`src/rtl/gpu_cmd_pkg.sv`:
```
// Shared definitions for the host-link command decoder: FSM states, packet
// constants, error codes and the packet checksum helper.
package gpu_cmd_pkg;

    typedef enum logic [2:0] {
        ST_IDLE   = 3'd0,
        ST_OPCODE = 3'd1,
        ST_ARG_HI = 3'd2,
        ST_ARG_LO = 3'd3,
        ST_CHECK  = 3'd4,
        ST_EXEC   = 3'd5
    } cmd_state_e;

    localparam logic [7:0] SYNC_BYTE    = 8'hA5;
    localparam logic [7:0] OP_SET_MODE  = 8'h01;
    localparam logic [7:0] OP_SET_COLOR = 8'h02;
    localparam int         PKT_LEN      = 5;

    localparam logic [1:0] ERR_NONE     = 2'd0;
    localparam logic [1:0] ERR_CHECKSUM = 2'd1;
    localparam logic [1:0] ERR_OPCODE   = 2'd2;
    localparam logic [1:0] ERR_TIMEOUT  = 2'd3;

    function automatic logic [7:0] pkt_checksum(input logic [7:0] op,
                                                input logic [7:0] arg_hi,
                                                input logic [7:0] arg_lo);
        return op ^ arg_hi ^ arg_lo;
    endfunction

endpackage

```
`src/rtl/cmd_timeout_counter.sv`:
```
// Inter-byte idle counter: counts tick cycles, clears on demand, and flags
// the cycle in which the count sits at its last allowed value.
module cmd_timeout_counter #(
    parameter int unsigned TIMEOUT_CLKS = 1200
) (
    input  logic i_clk,
    input  logic i_reset,
    input  logic i_clear,
    input  logic i_tick,
    output logic o_expired
);

    localparam int unsigned     CNT_W = $clog2(TIMEOUT_CLKS + 1);
    localparam logic [CNT_W-1:0] LAST = CNT_W'(TIMEOUT_CLKS - 1);

    logic [CNT_W-1:0] count_r;
    logic [CNT_W-1:0] count_nxt_s;
    logic             expired_r;

    // Next count: clear wins over tick, otherwise hold.
    always_comb begin
        count_nxt_s = count_r;
        if (i_clear) begin
            count_nxt_s = {CNT_W{1'b0}};
        end else if (i_tick) begin
            count_nxt_s = count_r + CNT_W'(1);
        end else begin
            count_nxt_s = count_r;
        end
    end

    // Count register with the expiry flag registered alongside it.
    always_ff @(posedge i_clk or posedge i_reset) begin
        if (i_reset) begin
            count_r   <= {CNT_W{1'b0}};
            expired_r <= (LAST == {CNT_W{1'b0}});
        end else begin
            count_r   <= count_nxt_s;
            expired_r <= (count_nxt_s == LAST);
        end
    end

    assign o_expired = expired_r;

endmodule

```
`src/rtl/gpu_command_decoder.sv`:
```
// Frames the host-link byte stream into 5-byte command packets and issues
// mode/colour load strobes or error reports for the VGA generator.
module gpu_command_decoder
    import gpu_cmd_pkg::*;
#(
    parameter int unsigned TIMEOUT_CLKS = 1200
) (
    input  logic        i_clk,
    input  logic        i_reset,
    input  logic        i_rx_valid,
    input  logic [7:0]  i_rx_data,
    output logic        o_rx_ready,
    output logic        o_set_mode,
    output logic [7:0]  o_mode,
    output logic        o_set_color,
    output logic [11:0] o_color,
    output logic        o_err,
    output logic [1:0]  o_err_code,
    output logic [7:0]  o_err_count
);

    cmd_state_e  state_r, state_nxt_s;
    logic [7:0]  op_r, arg_hi_r, arg_lo_r;
    logic        rx_ready_r;
    logic        set_mode_r, set_color_r, err_r;
    logic [7:0]  mode_r, err_count_r;
    logic [11:0] color_r;
    logic [1:0]  err_code_r;

    logic        accept_s, in_pkt_s, expired_s, timeout_s;
    logic        check_acc_s, chk_ok_s;
    logic        exec_mode_s, exec_color_s, err_set_s;
    logic [1:0]  err_code_nxt_s;

    // Handshake, timeout qualification and packet verdict.
    always_comb begin
        accept_s       = i_rx_valid && rx_ready_r;
        in_pkt_s       = (state_r == ST_OPCODE) || (state_r == ST_ARG_HI) ||
                         (state_r == ST_ARG_LO) || (state_r == ST_CHECK);
        timeout_s      = in_pkt_s && !accept_s && expired_s;
        check_acc_s    = (state_r == ST_CHECK) && accept_s;
        chk_ok_s       = (pkt_checksum(op_r, arg_hi_r, arg_lo_r) == i_rx_data);
        exec_mode_s    = 1'b0;
        exec_color_s   = 1'b0;
        err_set_s      = 1'b0;
        err_code_nxt_s = ERR_NONE;
        if (timeout_s) begin
            err_set_s      = 1'b1;
            err_code_nxt_s = ERR_TIMEOUT;
        end else if (check_acc_s) begin
            if (!chk_ok_s) begin
                err_set_s      = 1'b1;
                err_code_nxt_s = ERR_CHECKSUM;
            end else if (op_r == OP_SET_MODE) begin
                exec_mode_s = 1'b1;
            end else if (op_r == OP_SET_COLOR) begin
                exec_color_s = 1'b1;
            end else begin
                err_set_s      = 1'b1;
                err_code_nxt_s = ERR_OPCODE;
            end
        end else begin
            err_set_s = 1'b0;
        end
    end

    // Packet framing state machine.
    always_comb begin
        state_nxt_s = state_r;
        case (state_r)
            ST_IDLE: begin
                if (accept_s && (i_rx_data == SYNC_BYTE)) state_nxt_s = ST_OPCODE;
                else                                       state_nxt_s = ST_IDLE;
            end
            ST_OPCODE: begin
                if (accept_s)       state_nxt_s = ST_ARG_HI;
                else if (timeout_s) state_nxt_s = ST_IDLE;
                else                state_nxt_s = ST_OPCODE;
            end
            ST_ARG_HI: begin
                if (accept_s)       state_nxt_s = ST_ARG_LO;
                else if (timeout_s) state_nxt_s = ST_IDLE;
                else                state_nxt_s = ST_ARG_HI;
            end
            ST_ARG_LO: begin
                if (accept_s)       state_nxt_s = ST_CHECK;
                else if (timeout_s) state_nxt_s = ST_IDLE;
                else                state_nxt_s = ST_ARG_LO;
            end
            ST_CHECK: begin
                if (accept_s)       state_nxt_s = ST_EXEC;
                else if (timeout_s) state_nxt_s = ST_IDLE;
                else                state_nxt_s = ST_CHECK;
            end
            ST_EXEC: state_nxt_s = ST_IDLE;
            default: state_nxt_s = ST_IDLE;
        endcase
    end

    cmd_timeout_counter #(
        .TIMEOUT_CLKS (TIMEOUT_CLKS)
    ) u_timeout (
        .i_clk     (i_clk),
        .i_reset   (i_reset),
        .i_clear   (!in_pkt_s || accept_s || timeout_s),
        .i_tick    (in_pkt_s && !accept_s),
        .o_expired (expired_s)
    );

    // State register; ready drops only for the single EXEC cycle.
    always_ff @(posedge i_clk or posedge i_reset) begin
        if (i_reset) begin
            state_r    <= ST_IDLE;
            rx_ready_r <= 1'b1;
        end else begin
            state_r    <= state_nxt_s;
            rx_ready_r <= (state_nxt_s != ST_EXEC);
        end
    end

    // Latch packet fields as they arrive.
    always_ff @(posedge i_clk or posedge i_reset) begin
        if (i_reset) begin
            op_r     <= 8'h00;
            arg_hi_r <= 8'h00;
            arg_lo_r <= 8'h00;
        end else if (accept_s) begin
            case (state_r)
                ST_OPCODE: op_r     <= i_rx_data;
                ST_ARG_HI: arg_hi_r <= i_rx_data;
                ST_ARG_LO: arg_lo_r <= i_rx_data;
                default:   op_r     <= op_r;
            endcase
        end
    end

    // Registered command results and error reporting.
    always_ff @(posedge i_clk or posedge i_reset) begin
        if (i_reset) begin
            set_mode_r  <= 1'b0;
            set_color_r <= 1'b0;
            err_r       <= 1'b0;
            mode_r      <= 8'h00;
            color_r     <= 12'h000;
            err_code_r  <= ERR_NONE;
            err_count_r <= 8'h00;
        end else begin
            set_mode_r  <= exec_mode_s;
            set_color_r <= exec_color_s;
            err_r       <= err_set_s;
            if (exec_mode_s)  mode_r  <= arg_lo_r;
            if (exec_color_s) color_r <= {arg_hi_r[3:0], arg_lo_r};
            if (err_set_s) begin
                err_code_r <= err_code_nxt_s;
                if (err_count_r != 8'hFF) err_count_r <= err_count_r + 8'h01;
            end
        end
    end

    assign o_rx_ready  = rx_ready_r;
    assign o_set_mode  = set_mode_r;
    assign o_mode      = mode_r;
    assign o_set_color = set_color_r;
    assign o_color     = color_r;
    assign o_err       = err_r;
    assign o_err_code  = err_code_r;
    assign o_err_count = err_count_r;

endmodule

```
`config.mk`:
```
export PLATFORM = sky130hd
export DESIGN_NAME = gpu_command_decoder
export DESIGN_NICKNAME = d
export VERILOG_FILES = /design/src/rtl/gpu_cmd_pkg.sv /design/src/rtl/cmd_timeout_counter.sv /design/src/rtl/gpu_command_decoder.sv
export SDC_FILE = /design/constraint.sdc
export NUM_CORES = 1
export LEC_CHECK = 0
export ABC_AREA = 1
export BUFFER_PORTS_ARGS = -buffer_cell sky130_fd_sc_hd__buf_2
export CAP_MARGIN = 15
export CORE_ASPECT_RATIO = 0.9
export CORE_MARGIN = 2
export CORE_UTILIZATION = 45
export CTS_CLUSTER_DIAMETER = 150
export DETAILED_ROUTE_END_ITERATION = 6
export PLACE_DENSITY = 0.64
export SKIP_LAST_GASP = 1
export SLEW_MARGIN = 20
export SYNTH_ARGS = -nofsm -noshare
export SYNTH_HDL_FRONTEND = slang
export SYNTH_HIERARCHICAL = 1
export SYNTH_SLANG_ARGS = --single-unit
```
`constraint.sdc`:
```
create_clock -name i_clk -period 1.6 [get_ports i_clk]
set_input_delay 0.08 -clock i_clk [delete_from_list [all_inputs] [get_ports i_clk]]
set_output_delay 0.08 -clock i_clk [all_outputs]
set_load 0.005 [all_outputs]
```
Yosys cells after proc, flatten, opt, wreduce, memory -nomap -nowiden. Index checks and enable logic that the tools add are counted. W data, S select, Z words.

Output and inout port bits: 34. Logic and storage cells: 77. Bits in registers: 73.

Bitwise operators: 2. $add $sub $neg: 2. Equal/unequal tests: 11. Reductions and logical operators: 17. Mux-type cells: 31.

Operator list (number): $mux W11 (2); $mux W2 (9); $mux W1 (16); $xor A8 B8 Y8 (2); $pmux W3 S5 (1); $add A11 B1 Y11 const B (1); $eq A11 B11 Y1 const B (1); $mux W3 (3); $add A8 B1 Y8 const B (1); $eq A8 B1 Y1 const B (1); $eq A8 B2 Y1 const B (1); $eq A8 B8 Y1 (1); $eq A8 B8 Y1 const B (1); $ne A8 B8 Y1 const B (1); $reduce_and A2 Y1 (4); $eq A3 B2 Y1 const B (2); $logic_and A1 B1 Y1 (5); $logic_or A1 B1 Y1 (5); $eq A3 B1 Y1 const B (1); $eq A3 B3 Y1 const B (1); $logic_not A3 Y1 (1); $ne A3 B3 Y1 const B (1); $logic_not A1 Y1 (2).

Depth between registers and ports, before layout. Gate-level depths: netlist of run 1.

Depth after elaboration: 10. Mapped depth: 15. Mapped depth without buffers: 14.

Modules after synthesis. Netlist of run 1, hierarchy kept.

Modules (own cells, without submodules): gpu_command_decoder (area an instance 3201.8 µm², instances 1, cells an instance 419); cmd_timeout_counter (area an instance 670.6 µm², instances 1, cells an instance 89).

Worst setup path after synthesis of run 1. No wires, ideal clock.

Kind: register to register. Start point: reg state_r[0]. End point: reg u_timeout.expired_r, in the netlist u_timeout/o_expired. Cell stages (with the launch flop): 14. Setup time: 0.071 ns. Path slack: -0.157 ns. Clock period less this slack: 1.757 ns. Arrival time: 1.686 ns. Cells stage by stage: dfrtp_1 nor2_1 nand2_1 nand2_1 nand2_1 inv_1 nand2_1 clkinv_1 nand3_1 nor2_1 nand2_1 nor2_1 nand3_1 nor2_1.

Longest elaborated chain between the ends: 9. Elaborated cells on any way between the ends: 15. Classes of those cells: eq/ne: 5; mux: 2; reduce/logical: 8.

RTL lines: start: declaration (RTL line gpu_command_decoder.sv:22) `cmd_state_e state_r, state_nxt_s;`; start signal: assignment (RTL line gpu_command_decoder.sv:116) `state_r <= state_nxt_s;`; $eq A3 B1 Y1 or $eq A3 B2 Y1 (tied branches) (RTL line gpu_command_decoder.sv:38) `in_pkt_s = (state_r == ST_OPCODE) || (state_r == ST_ARG_HI) ||`; $logic_or A1 B1 Y1 (2 in a row) (RTL line gpu_command_decoder.sv:38); $logic_or A1 B1 Y1 (*) (RTL line gpu_command_decoder.sv:39) `(state_r == ST_ARG_LO) || (state_r == ST_CHECK);`; $logic_not A1 Y1 or $logic_and A1 B1 Y1 (tied branches) (RTL line gpu_command_decoder.sv:105, gpu_command_decoder.sv:40, gpu_command_decoder.sv:106); $logic_or A1 B1 Y1 or $logic_and A1 B1 Y1 (tied branches) (RTL line gpu_command_decoder.sv:105, gpu_command_decoder.sv:40); $logic_or A1 B1 Y1 (RTL line gpu_command_decoder.sv:105) `.i_clear (!in_pkt_s || accept_s || timeout_s),`; $mux W11 (*) (RTL line cmd_timeout_counter.sv:23) `if (i_clear) begin`; $eq A11 B11 Y1 (*) (RTL line cmd_timeout_counter.sv:39) `expired_r <= (count_nxt_s == LAST);`; end signal: assignment (RTL line cmd_timeout_counter.sv:36) `expired_r <= (LAST == {CNT_W{1'b0}});`; end signal: assignment (RTL line cmd_timeout_counter.sv:39); end: declaration (RTL line cmd_timeout_counter.sv:18) `logic expired_r;`.

Every way passes the cells marked *; elsewhere a longest branch is shown, timed or not. A chain may end at the register's enable or synchronous reset.

Worst setup path after layout of run 1.
Start point: reg op_r[7]. End point: reg color_r[0], in the netlist o_color[0].

Longest elaborated chain between the ends: 6. Elaborated cells on any way between the ends: 10. Classes of those cells: eq/ne: 3; mux: 5; bitwise: 2.

RTL lines: start: declaration (RTL line gpu_command_decoder.sv:23) `logic [7:0] op_r, arg_hi_r, arg_lo_r;`; start signal: assignment (RTL line gpu_command_decoder.sv:129) `ST_OPCODE: op_r <= i_rx_data;`; start signal: assignment (RTL line gpu_command_decoder.sv:132) `default: op_r <= op_r;`; $eq A8 B2 Y1 or $xor A8 B8 Y8 (tied branches) (RTL line gpu_command_decoder.sv:56, gpu_cmd_pkg.sv:27); $mux W1 or $xor A8 B8 Y8 (tied branches) (RTL line gpu_command_decoder.sv:56, gpu_cmd_pkg.sv:27); $mux W1 or $eq A8 B8 Y1 (tied branches) (RTL line gpu_command_decoder.sv:54, gpu_command_decoder.sv:42); $mux W1 (*) (RTL line gpu_command_decoder.sv:51) `if (!chk_ok_s) begin`; $mux W1 (*) (RTL line gpu_command_decoder.sv:50) `end else if (check_acc_s) begin`; $mux W1 (*) (RTL line gpu_command_decoder.sv:47) `if (timeout_s) begin`; end signal: assignment (RTL line gpu_command_decoder.sv:152) `if (exec_color_s) color_r <= {arg_hi_r[3:0], arg_lo_r};`; end: declaration (RTL line gpu_command_decoder.sv:27) `logic [11:0] color_r;`.

Marked as above.

==> impl_metrics.ini, run 1 <==
[synth]
synth_edf_count = 0
synth.area.top_cells = dfrtp_1, nand2_1, inv_1, nand3_1, o21ai_0
syn-cell-area_sq_um = 3870
yosysMostFrequentCell = nand2_1
avgSynthCellArea_sq_um = 7.62
yosysUniqueCellTypes = 32
syn_nets = 521
ys_top_cells_by_count = nand2_1, inv_1, dfrtp_1
yosysTopAreaCell = dfrtp_1
synth-seq-cells = 73
synth-main-ff-cell = dfrtp_1
netlist.area_leader.share_pct = 46.5
async_flop_share_pct = 100
ys_seq_area_share_pct = 47.2
yosysWarnings = 6
synthCells = 508

[pwr]
p_leak_nw = 2.77
p_sw_mw = 2.65
p_sw_share_pct = 37.6
p_int_mw = 4.40
clkPwrFrac_pct = 22.6
total_power_mw = 7.05
pwr-share-comb_pct = 39.6
powerDensity_nw_per_um2 = 1340
seq_power_share_pct = 37.8
ir_drop_mv = 0.581

[route]
wl_per_cell_um = 11.6
viasPerCell = 4.64
drt-total-wl_mm = 8.71
drt.antenna.violating_nets = 0
vias = 3476
dr_wl_met3_um = 362
first_iter_violations = 101
highest_layer = met4
drc = 0
dr_wl_met2_mm = 4.20
drt_pass1_iterations = 5
wl_met1_mm = 4.03

[timing]
slew-limit-headroom_pct = 69.4
maxSlewViolCount = 0
period_minus_slack_ns = 1.63
fin_crit_sh_pct = 102
fmax_mhz = 615
hold_violations = 0
rsz0062_at_grt = yes
fin_skew_ns = 0.0102
finalSetupViolations = 25
finalWorstSetupSlack_ns = -0.0257
worstMarginPinSlew_ns = 0.458

[grt]
antenna_found_initial = 0
grt_pass1_wl_mm = 14.4
grt_max_degree = 62
overflow = 0
grt_usage_pct = 19.5
grt_pass1_vias = 3215

[finish]
drive_gt1_share_pct = 34.9
syn_to_final_growth_pct = 36.3
antennaDiodeCount = 0
nets = 638
final_util_pct = 62.5

[die]
die_w_um = 102
initial_utilization_pct = 45.8
pin_count = 45
row_count = 32
die_area_sq_um = 9360
die_h_um = 92.0
core-area_sq_um = 8450

[cts]
cts_max_path_buffers = 2
cts_tree = built
cts_sinks = 73
cts_htree_levels = 3
clkLatencyLatePin_ns = 0.35
cts.clk_slew.worst_paths_ns = 0.08
cts_buffers = 9
cts_root_buf = clkbuf_8

[worst_hold_path]
whs_path_depth = 3
hp-class = in2reg

[critical_path]
cp-end-kind = flop
arrival_ns = 1.87
critical_path_required_ns = 1.85
critPathKind = reg2reg
startpoint_type = flop
worstPathMaxFanout = 6
rr_worst_depth = 7

[placement]
place.gp.congestion = 0.854
dp_hpwl_mm = 5.85
numPortBuffers = 44

[flow_run]
cap_violations = 0

[run_status]
violations = setup timing
status = finished, violations left
## critical path: stages (launching register included)
cell and delay [ns]:
dfrtp_2 0.45, nor4_4 0.34, nand2_2 0.12, buf_6 0.14, nor2_8 0.21, nand2_8 0.11
o21ai_2 0.12, inv_1 0.04
## area by class of cell
type | count | area (sq um)
Timing Repair Buffer | 111 | 764
Fill cell | 729 | 3170
Inverter | 103 | 407
Clock buffer | 10 | 128
Tap cell | 119 | 149
Sequential cell | 73 | 1840
Clock inverter | 6 | 90.1
Multi-Input combinational cell | 327 | 1900
## final timing paths
path	from	endpoint	slack, ns
max in group asynchronous	i_reset	op_r[0]	0.94
min reg2reg	o_err_code[0]	o_err_code[0]	0.52
min in group asynchronous	i_reset	u_timeout/count_r[1]	0.30
min	i_rx_data[2]	op_r[2]	0.07
max	op_r[7]	o_color[0]	-0.03
max reg2reg	op_r[7]	o_color[0]	-0.03
## through the flow
step	TNS, ns	setup WS (ns)	hold slack, ns	std cells	cell area [sq um]
6_report	-0.322	-0.0257	0.0747	749	5280
5_1_grt	-3.73	-0.234	0.0755	749	5280
4_1_cts	-0.110	-0.0450	0.0569	735	4930
3_5_place_dp	-1.48	-0.115	0.130	718	4610
3_3_place_gp	-0.280	-0.0350	0.134	718	4610
2_1_floorplan	0	0.00542	-0.0553	508	3880
## sequential cells by signal, indices dropped and copies added (netlist names)
| name | flops |
|---|---|
| o_color | 12 |
| u_timeout/count_r | 11 |
| arg_hi_r | 8 |
| arg_lo_r | 8 |
| o_err_count | 8 |
| o_mode | 8 |
| op_r | 8 |
| state_r | 3 |
| o_err_code | 2 |
| o_err | 1 |
| o_rx_ready | 1 |
| o_set_color | 1 |
| o_set_mode | 1 |
| u_timeout/o_expired | 1 |
## what timing repair did
| action | in CTS | in global routing |
|---|---|---|
| hold buffers | 1 | 0 |
| resized for setup | 23 | 65 |
| setup endpoints to repair | 22 | 37 |
| cloned | 0 | 2 |
| setup buffers | 0 | 12 |
| hold endpoints to repair | 72 | 0 |
| pin swaps | 2 | 29 |
## power groups by stage
stage	Combinational (mW)	Clock, mW	Sequential (mW)
floorplan	1.44	0	2.62
global placement	2.31	0	2.61
detailed placement	2.36	0	2.63
CTS	2.47	1.65	2.63
global route	3.16	1.73	2.73
finish	2.79	1.60	2.66
## cell families (layout without fill, tap and decap cells)
kind of cell	Yosys count	in the layout	share of synthesized area, %
xor+xnor	12	12	2.71
buf+inv	110	230	11.5
compound gates	59	59	8.24
flops	73	73	47.2
fa+ha+maj	2	2	0.646
simple gates	252	254	29.7
## metal layers
layer | up-vias | track usage (%)
li1 | 1806 | -
met5 | - | 0
met3 | 12 | 4.88
met2 | 50 | 31.3
met4 | 0 | 5.07
met1 | 1608 | 26.3
## layout by cell type, fill, tap and decap left out, types with 3 or more instances in the layout
master / netlist / layout
nand3_4: 0 / 3
o21ai_0: 29 / 27
a21oi_1: 4 / 3
inv_6: 0 / 3
nand2_4: 4 / 7
nand2_2: 4 / 14
xor2_1: 8 / 8
inv_2: 4 / 9
xnor2_1: 4 / 4
dfrtp_2: 0 / 9
clkbuf_8: 0 / 9
dfrtp_1: 72 / 63
o21ai_1: 19 / 8
buf_6: 4 / 7
nand2_8: 0 / 4
buf_4: 0 / 58
nand3_1: 33 / 21
o21ai_2: 2 / 15
nand2_1: 163 / 148
nor2_4: 6 / 8
nand4_1: 7 / 7
inv_1: 96 / 89
buf_2: 0 / 44
nor2_1: 22 / 20
nand3_2: 3 / 12
Note: power is estimated with default switching activity, not from simulation.
==> inputs of run 2 (changes only) <==
--- a/config.mk
+++ b/config.mk
@@ -14,7 +14,6 @@
 export CTS_CLUSTER_DIAMETER = 150
 export DETAILED_ROUTE_END_ITERATION = 6
 export PLACE_DENSITY = 0.64
-export SKIP_LAST_GASP = 1
 export SLEW_MARGIN = 20
 export SYNTH_ARGS = -nofsm -noshare
 export SYNTH_HDL_FRONTEND = slang
==> impl_metrics.ini, run 2 (synthesized netlist as in run 1, its figures left out) <==
[route]
dr_wl_met2_mm = 4.44
vias = 3538
drt.antenna.violating_nets = 0
highest_layer = met4
drt_pass1_iterations = 5
drc = 0
first_iter_violations = 146
wl_per_cell_um = 12.1
wl_met1_mm = 4.05
dr_wl_met3_um = 489
drt-total-wl_mm = 9.12
viasPerCell = 4.70

[finish]
final_common_cell = nand2_1
final_util_pct = 63.5
largest_register_ffs = 12
drive_gt1_share_pct = 36.5
fin_area_sq_um = 5370
nets = 641
antennaDiodeCount = 0
final_cell_mix = nand2_1, inv_1, dfrtp_1
syn_to_final_growth_pct = 38.6

[run_status]
violations = setup timing
status = finished, violations left

[timing]
rsz0062_at_grt = yes
fmax_mhz = 589
hold_violations = 0
fin_skew_ns = 0.0124
finalWorstSetupSlack_ns = -0.0992
finalSetupViolations = 30
period_minus_slack_ns = 1.70
slew-limit-headroom_pct = 69.5
fin_crit_sh_pct = 106
worstMarginPinSlew_ns = 0.457
maxSlewViolCount = 0

[placement]
place.gp.congestion = 0.854
dp_hpwl_mm = 5.85
numPortBuffers = 44
placed_area_sq_um = 4610

[critical_path]
startpoint_type = flop
critical_path_required_ns = 1.85
worstPathMaxFanout = 6
cp-end-kind = flop
arrival_ns = 1.95
critPathKind = reg2reg

[die]
core-area_sq_um = 8450
pin_count = 45
die_h_um = 92.0
die_w_um = 102
initial_utilization_pct = 45.8
die_area_sq_um = 9360
row_count = 32

[grt]
grt_max_degree = 62
antenna_found_initial = 0
grt_pass1_wl_mm = 14.4
overflow = 0
grt_usage_pct = 19.5
grt_pass1_vias = 3215

[pwr]
p_int_mw = 4.39
seq_power_share_pct = 37.8
total_power_mw = 7.08
p_leak_nw = 2.81
pwr-share-comb_pct = 39.7
powerDensity_nw_per_um2 = 1320
clkPwrFrac_pct = 22.5
p_sw_mw = 2.69
p_sw_share_pct = 38.0
ir_drop_mv = 0.575

[cts]
cts_tree = built
cts_buffers = 9
cts_root_buf = clkbuf_8
cts_sinks = 73
cts_htree_levels = 3
clkLatencyLatePin_ns = 0.35
cts.clk_slew.worst_paths_ns = 0.08
cts_max_path_buffers = 2

[flow_run]
cap_violations = 0

[worst_hold_path]
hp-class = in2reg
[run 2: power groups by stage]
stage               logic (mW)  clock network (mW)  registers [mW]
finish                    2.81                1.59            2.68
detailed placement        2.36                   0            2.63
floorplan                 1.44                   0            2.62
CTS                       2.47                1.65            2.63
global placement          2.31                   0            2.61
global route              3.17                1.73            2.74
[run 2: what timing repair did]
item                                    4_1_cts  5_1_grt
gates cloned                                  0        4
pin swaps                                     2       28
hold endpoints to repair                     72        0
resized for setup                            24       73
endpoints found under the setup margin       22       37
setup buffers                                 0       13
hold buffers                                  1        0
[run 2: area by class of cell]
cell class,instances,area [sq um]
Clock buffer,10,128
Clock inverter,6,90.1
Fill cell,706,3080
Inverter,103,412
Multi-Input combinational cell,329,1950
Sequential cell,73,1840
Tap cell,119,149
Timing Repair Buffer,112,797
[run 2: final timing paths]
kind,from,endpoint,slack (ns),cells after the start
worst min register to register,o_err_count[4],o_err_count[4],0.54,2
worst max register to register,op_r[7],o_color[3],-0.1,8
min in group asynchronous,i_reset,u_timeout/count_r[1],0.30,3
worst min-delay path,i_rx_data[2],op_r[2],0.07,3
max in group asynchronous,i_reset,op_r[0],0.94,4
worst max-delay path,op_r[7],o_color[3],-0.1,8
[run 2: per-stage QoR]
| step | setup TNS (ns) | std cells | hold WS (ns) | setup slack (ns) |
|---|---|---|---|---|
| 6_report | -1.54 | 752 | 0.0733 | -0.0992 |
| 4_1_cts | -0.0582 | 735 | 0.0569 | -0.0450 |
| 2_1_floorplan | 0 | 508 | -0.0553 | 0.00542 |
| 3_5_place_dp | -1.48 | 718 | 0.130 | -0.115 |
| 3_3_place_gp | -0.280 | 718 | 0.134 | -0.0350 |
| 5_1_grt | -5.24 | 752 | 0.0755 | -0.234 |
[run 2: layer usage]
metal  global-route usage, %  up-vias
li1                        -     1812
met1                    26.3     1636
met2                    31.3       76
met3                    4.88       14
met4                    5.07        0
met5                       0        -
[run 2: critical path: stages (launching register included)]
cell,delay [ns]
dfrtp_2,0.45
nor4_4,0.36
nand2_2,0.13
buf_6,0.16
nor2_8,0.11
buf_12,0.15
nand2_8,0.08
o21ai_2,0.13
inv_1,0.04
==> inputs of run 3 (changes only) <==
--- a/config.mk
+++ b/config.mk
@@ -8,12 +8,14 @@
 export ABC_AREA = 1
 export BUFFER_PORTS_ARGS = -buffer_cell sky130_fd_sc_hd__buf_2
 export CAP_MARGIN = 15
+export CELL_PAD_IN_SITES_DETAIL_PLACEMENT = 1
+export CELL_PAD_IN_SITES_GLOBAL_PLACEMENT = 2
 export CORE_ASPECT_RATIO = 0.9
 export CORE_MARGIN = 2
-export CORE_UTILIZATION = 45
+export CORE_UTILIZATION = 31
 export CTS_CLUSTER_DIAMETER = 150
 export DETAILED_ROUTE_END_ITERATION = 6
-export PLACE_DENSITY = 0.64
+export PLACE_DENSITY_LB_ADDON = 0.25
 export SLEW_MARGIN = 20
 export SYNTH_ARGS = -nofsm -noshare
 export SYNTH_HDL_FRONTEND = slang
==> impl_metrics.ini, run 3 (synthesized netlist as in run 1, its figures left out) <==
[placement]
dp_hpwl_mm = 7.83
dp_slack_ns = -0.149
place.gp.congestion = 0.816
dp_cells = 768
numPortBuffers = 44
placed_area_sq_um = 4740

[finish]
final_util_pct = 47.3
syn_to_final_growth_pct = 48.2
largest_register_ffs = 12
layoutNonFillerInstCount = 806
nets = 654
final_cell_mix = nand2_1, inv_1, dfrtp_1
antennaDiodeCount = 0
fillers = 1471
fin_area_sq_um = 5740
final_common_cell = nand2_1
drive_gt1_share_pct = 38.9

[pwr]
p_sw_share_pct = 36.7
p_int_mw = 4.98
clkPwrFrac_pct = 27.7
ir_drop_mv = 0.535
seq_power_share_pct = 34.1
pwr-share-comb_pct = 38.2
powerDensity_nw_per_um2 = 1370
p_sw_mw = 2.89
p_leak_nw = 2.91

[critical_path]
worstPathMaxFanout = 4
startpoint_type = flop
arrival_ns = 1.96
cp-end-kind = flop
critPathKind = reg2reg
critical_path_required_ns = 1.83

[grt]
grt_pass1_vias = 3848
grt_pass1_wl_mm = 18.2
grt_usage_pct = 17.8
grt_max_degree = 20
overflow = 0
antenna_found_initial = 0

[route]
viasPerCell = 4.57
drt-total-wl_mm = 11.7
drt_pass1_iterations = 4
drt.antenna.violating_nets = 0
drc = 0
vias = 3681
first_iter_violations = 128
wl_per_cell_um = 14.5

[die]
die_area_sq_um = 13400
row_count = 38
die_h_um = 110
initial_utilization_pct = 31.9
pin_count = 45
core-area_sq_um = 12100
die_w_um = 122

[timing]
period_minus_slack_ns = 1.73
fin_skew_ns = 0.00762
finalWorstSetupSlack_ns = -0.129
fmax_mhz = 578
finalSetupTns_ns = -2.95
worstMarginPinSlew_ns = 0.503
finalSetupViolations = 34
fin_crit_sh_pct = 108
hold_violations = 0
rsz0062_at_grt = yes
slew-limit-headroom_pct = 66.4
maxSlewViolCount = 0

[worst_hold_path]
hp-class = in2reg

[cts]
clkLatencyLatePin_ns = 0.34
cts.clk_slew.worst_paths_ns = 0.06
cts_root_buf = clkbuf_16
cts_buffers = 9
cts_sinks = 73
cts_max_path_buffers = 2
cts_tree = built
cts_htree_levels = 3

[run_status]
status = finished, violations left
violations = setup timing

[flow_run]
cap_violations = 0
run 3: changes by cell type in the layout (fill, tap and decap cells not counted), moves of 5 or more:
cell	change
nand2_1	-6
buf_4	+6
clkbuf_8	-8
clkbuf_16	+9
o21ai_0	-5
run 3: timing repair:
| action | 4_1_cts | 5_1_grt |
|---|---|---|
| setup buffers | 7 | 11 |
| endpoints found under the hold margin | 26 | 0 |
| cloned | 2 | 3 |
| hold buffers | 1 | 0 |
| endpoints found under the setup margin | 36 | 60 |
| resized for setup | 52 | 72 |
| pin swaps | 13 | 17 |
run 3: path summary, 6_finish.rpt:
kind | cells after the start | from | slack (ns) | end
max in group asynchronous | 4 | i_reset | 0.77 | op_r[7]
max reg2reg | 13 | op_r[1] | -0.13 | o_err_count[1]
min reg2reg | 2 | o_err_code[0] | 0.54 | o_err_code[0]
min in group asynchronous | 3 | i_reset | 0.31 | o_err_count[2]
max | 13 | op_r[1] | -0.13 | o_err_count[1]
min | 3 | i_rx_data[2] | 0.07 | arg_lo_r[2]
run 3: per-stage QoR:
step	hold slack (ns)	power, mW
after global placement	0.138	5.04
after CTS	0.0788	7.68
final	0.0742	7.88
after detailed placement	0.144	5.18
after floorplan	-0.0553	4.06
after global routing	0.106	8.46
run 3: worst max-delay path, cell delays in order (launching register included):
cell	delay (ns)
dfrtp_2	0.42
buf_6	0.12
nand2_1	0.05
nand2_1	0.10
nand2_1	0.06
nand2_1	0.08
nand2_2	0.08
nor2_4	0.13
nand2_4	0.10
nand2_4	0.09
nand3_4	0.11
buf_6	0.16
nand3_2	0.06
nand2_1	0.05
run 3: area by class of cell:
cell class	count	area (sq um)	share of cell area, %
Inverter	103	412	7.17
Timing Repair Buffer	125	942	16.4
Clock buffer	11	243	4.23
Clock inverter	5	78.8	1.37
Sequential cell	73	1840	32.0
Multi-Input combinational cell	329	2030	35.3
Tap cell	160	200	3.49
run 3: per-layer routing:
metal / global-route usage [%] / vias to the layer above / part of all wire, %
li1: - / 1835 / -
met1: 20.7 / 1782 / 43
met2: 31.2 / 45 / 52
met3: 5.20 / 19 / 3.0
met4: 6.49 / 0 / 1.9
met5: 0 / - / 0
run 3: power groups by stage:
stage	Clock, mW	Combinational (mW)	Sequential (mW)
2_1_floorplan	0	1.44	2.62
3_3_place_gp	0	2.43	2.61
3_5_place_dp	0	2.53	2.65
4_1_cts	2.24	2.78	2.66
5_1_grt	2.32	3.38	2.76
6_report	2.18	3.01	2.68
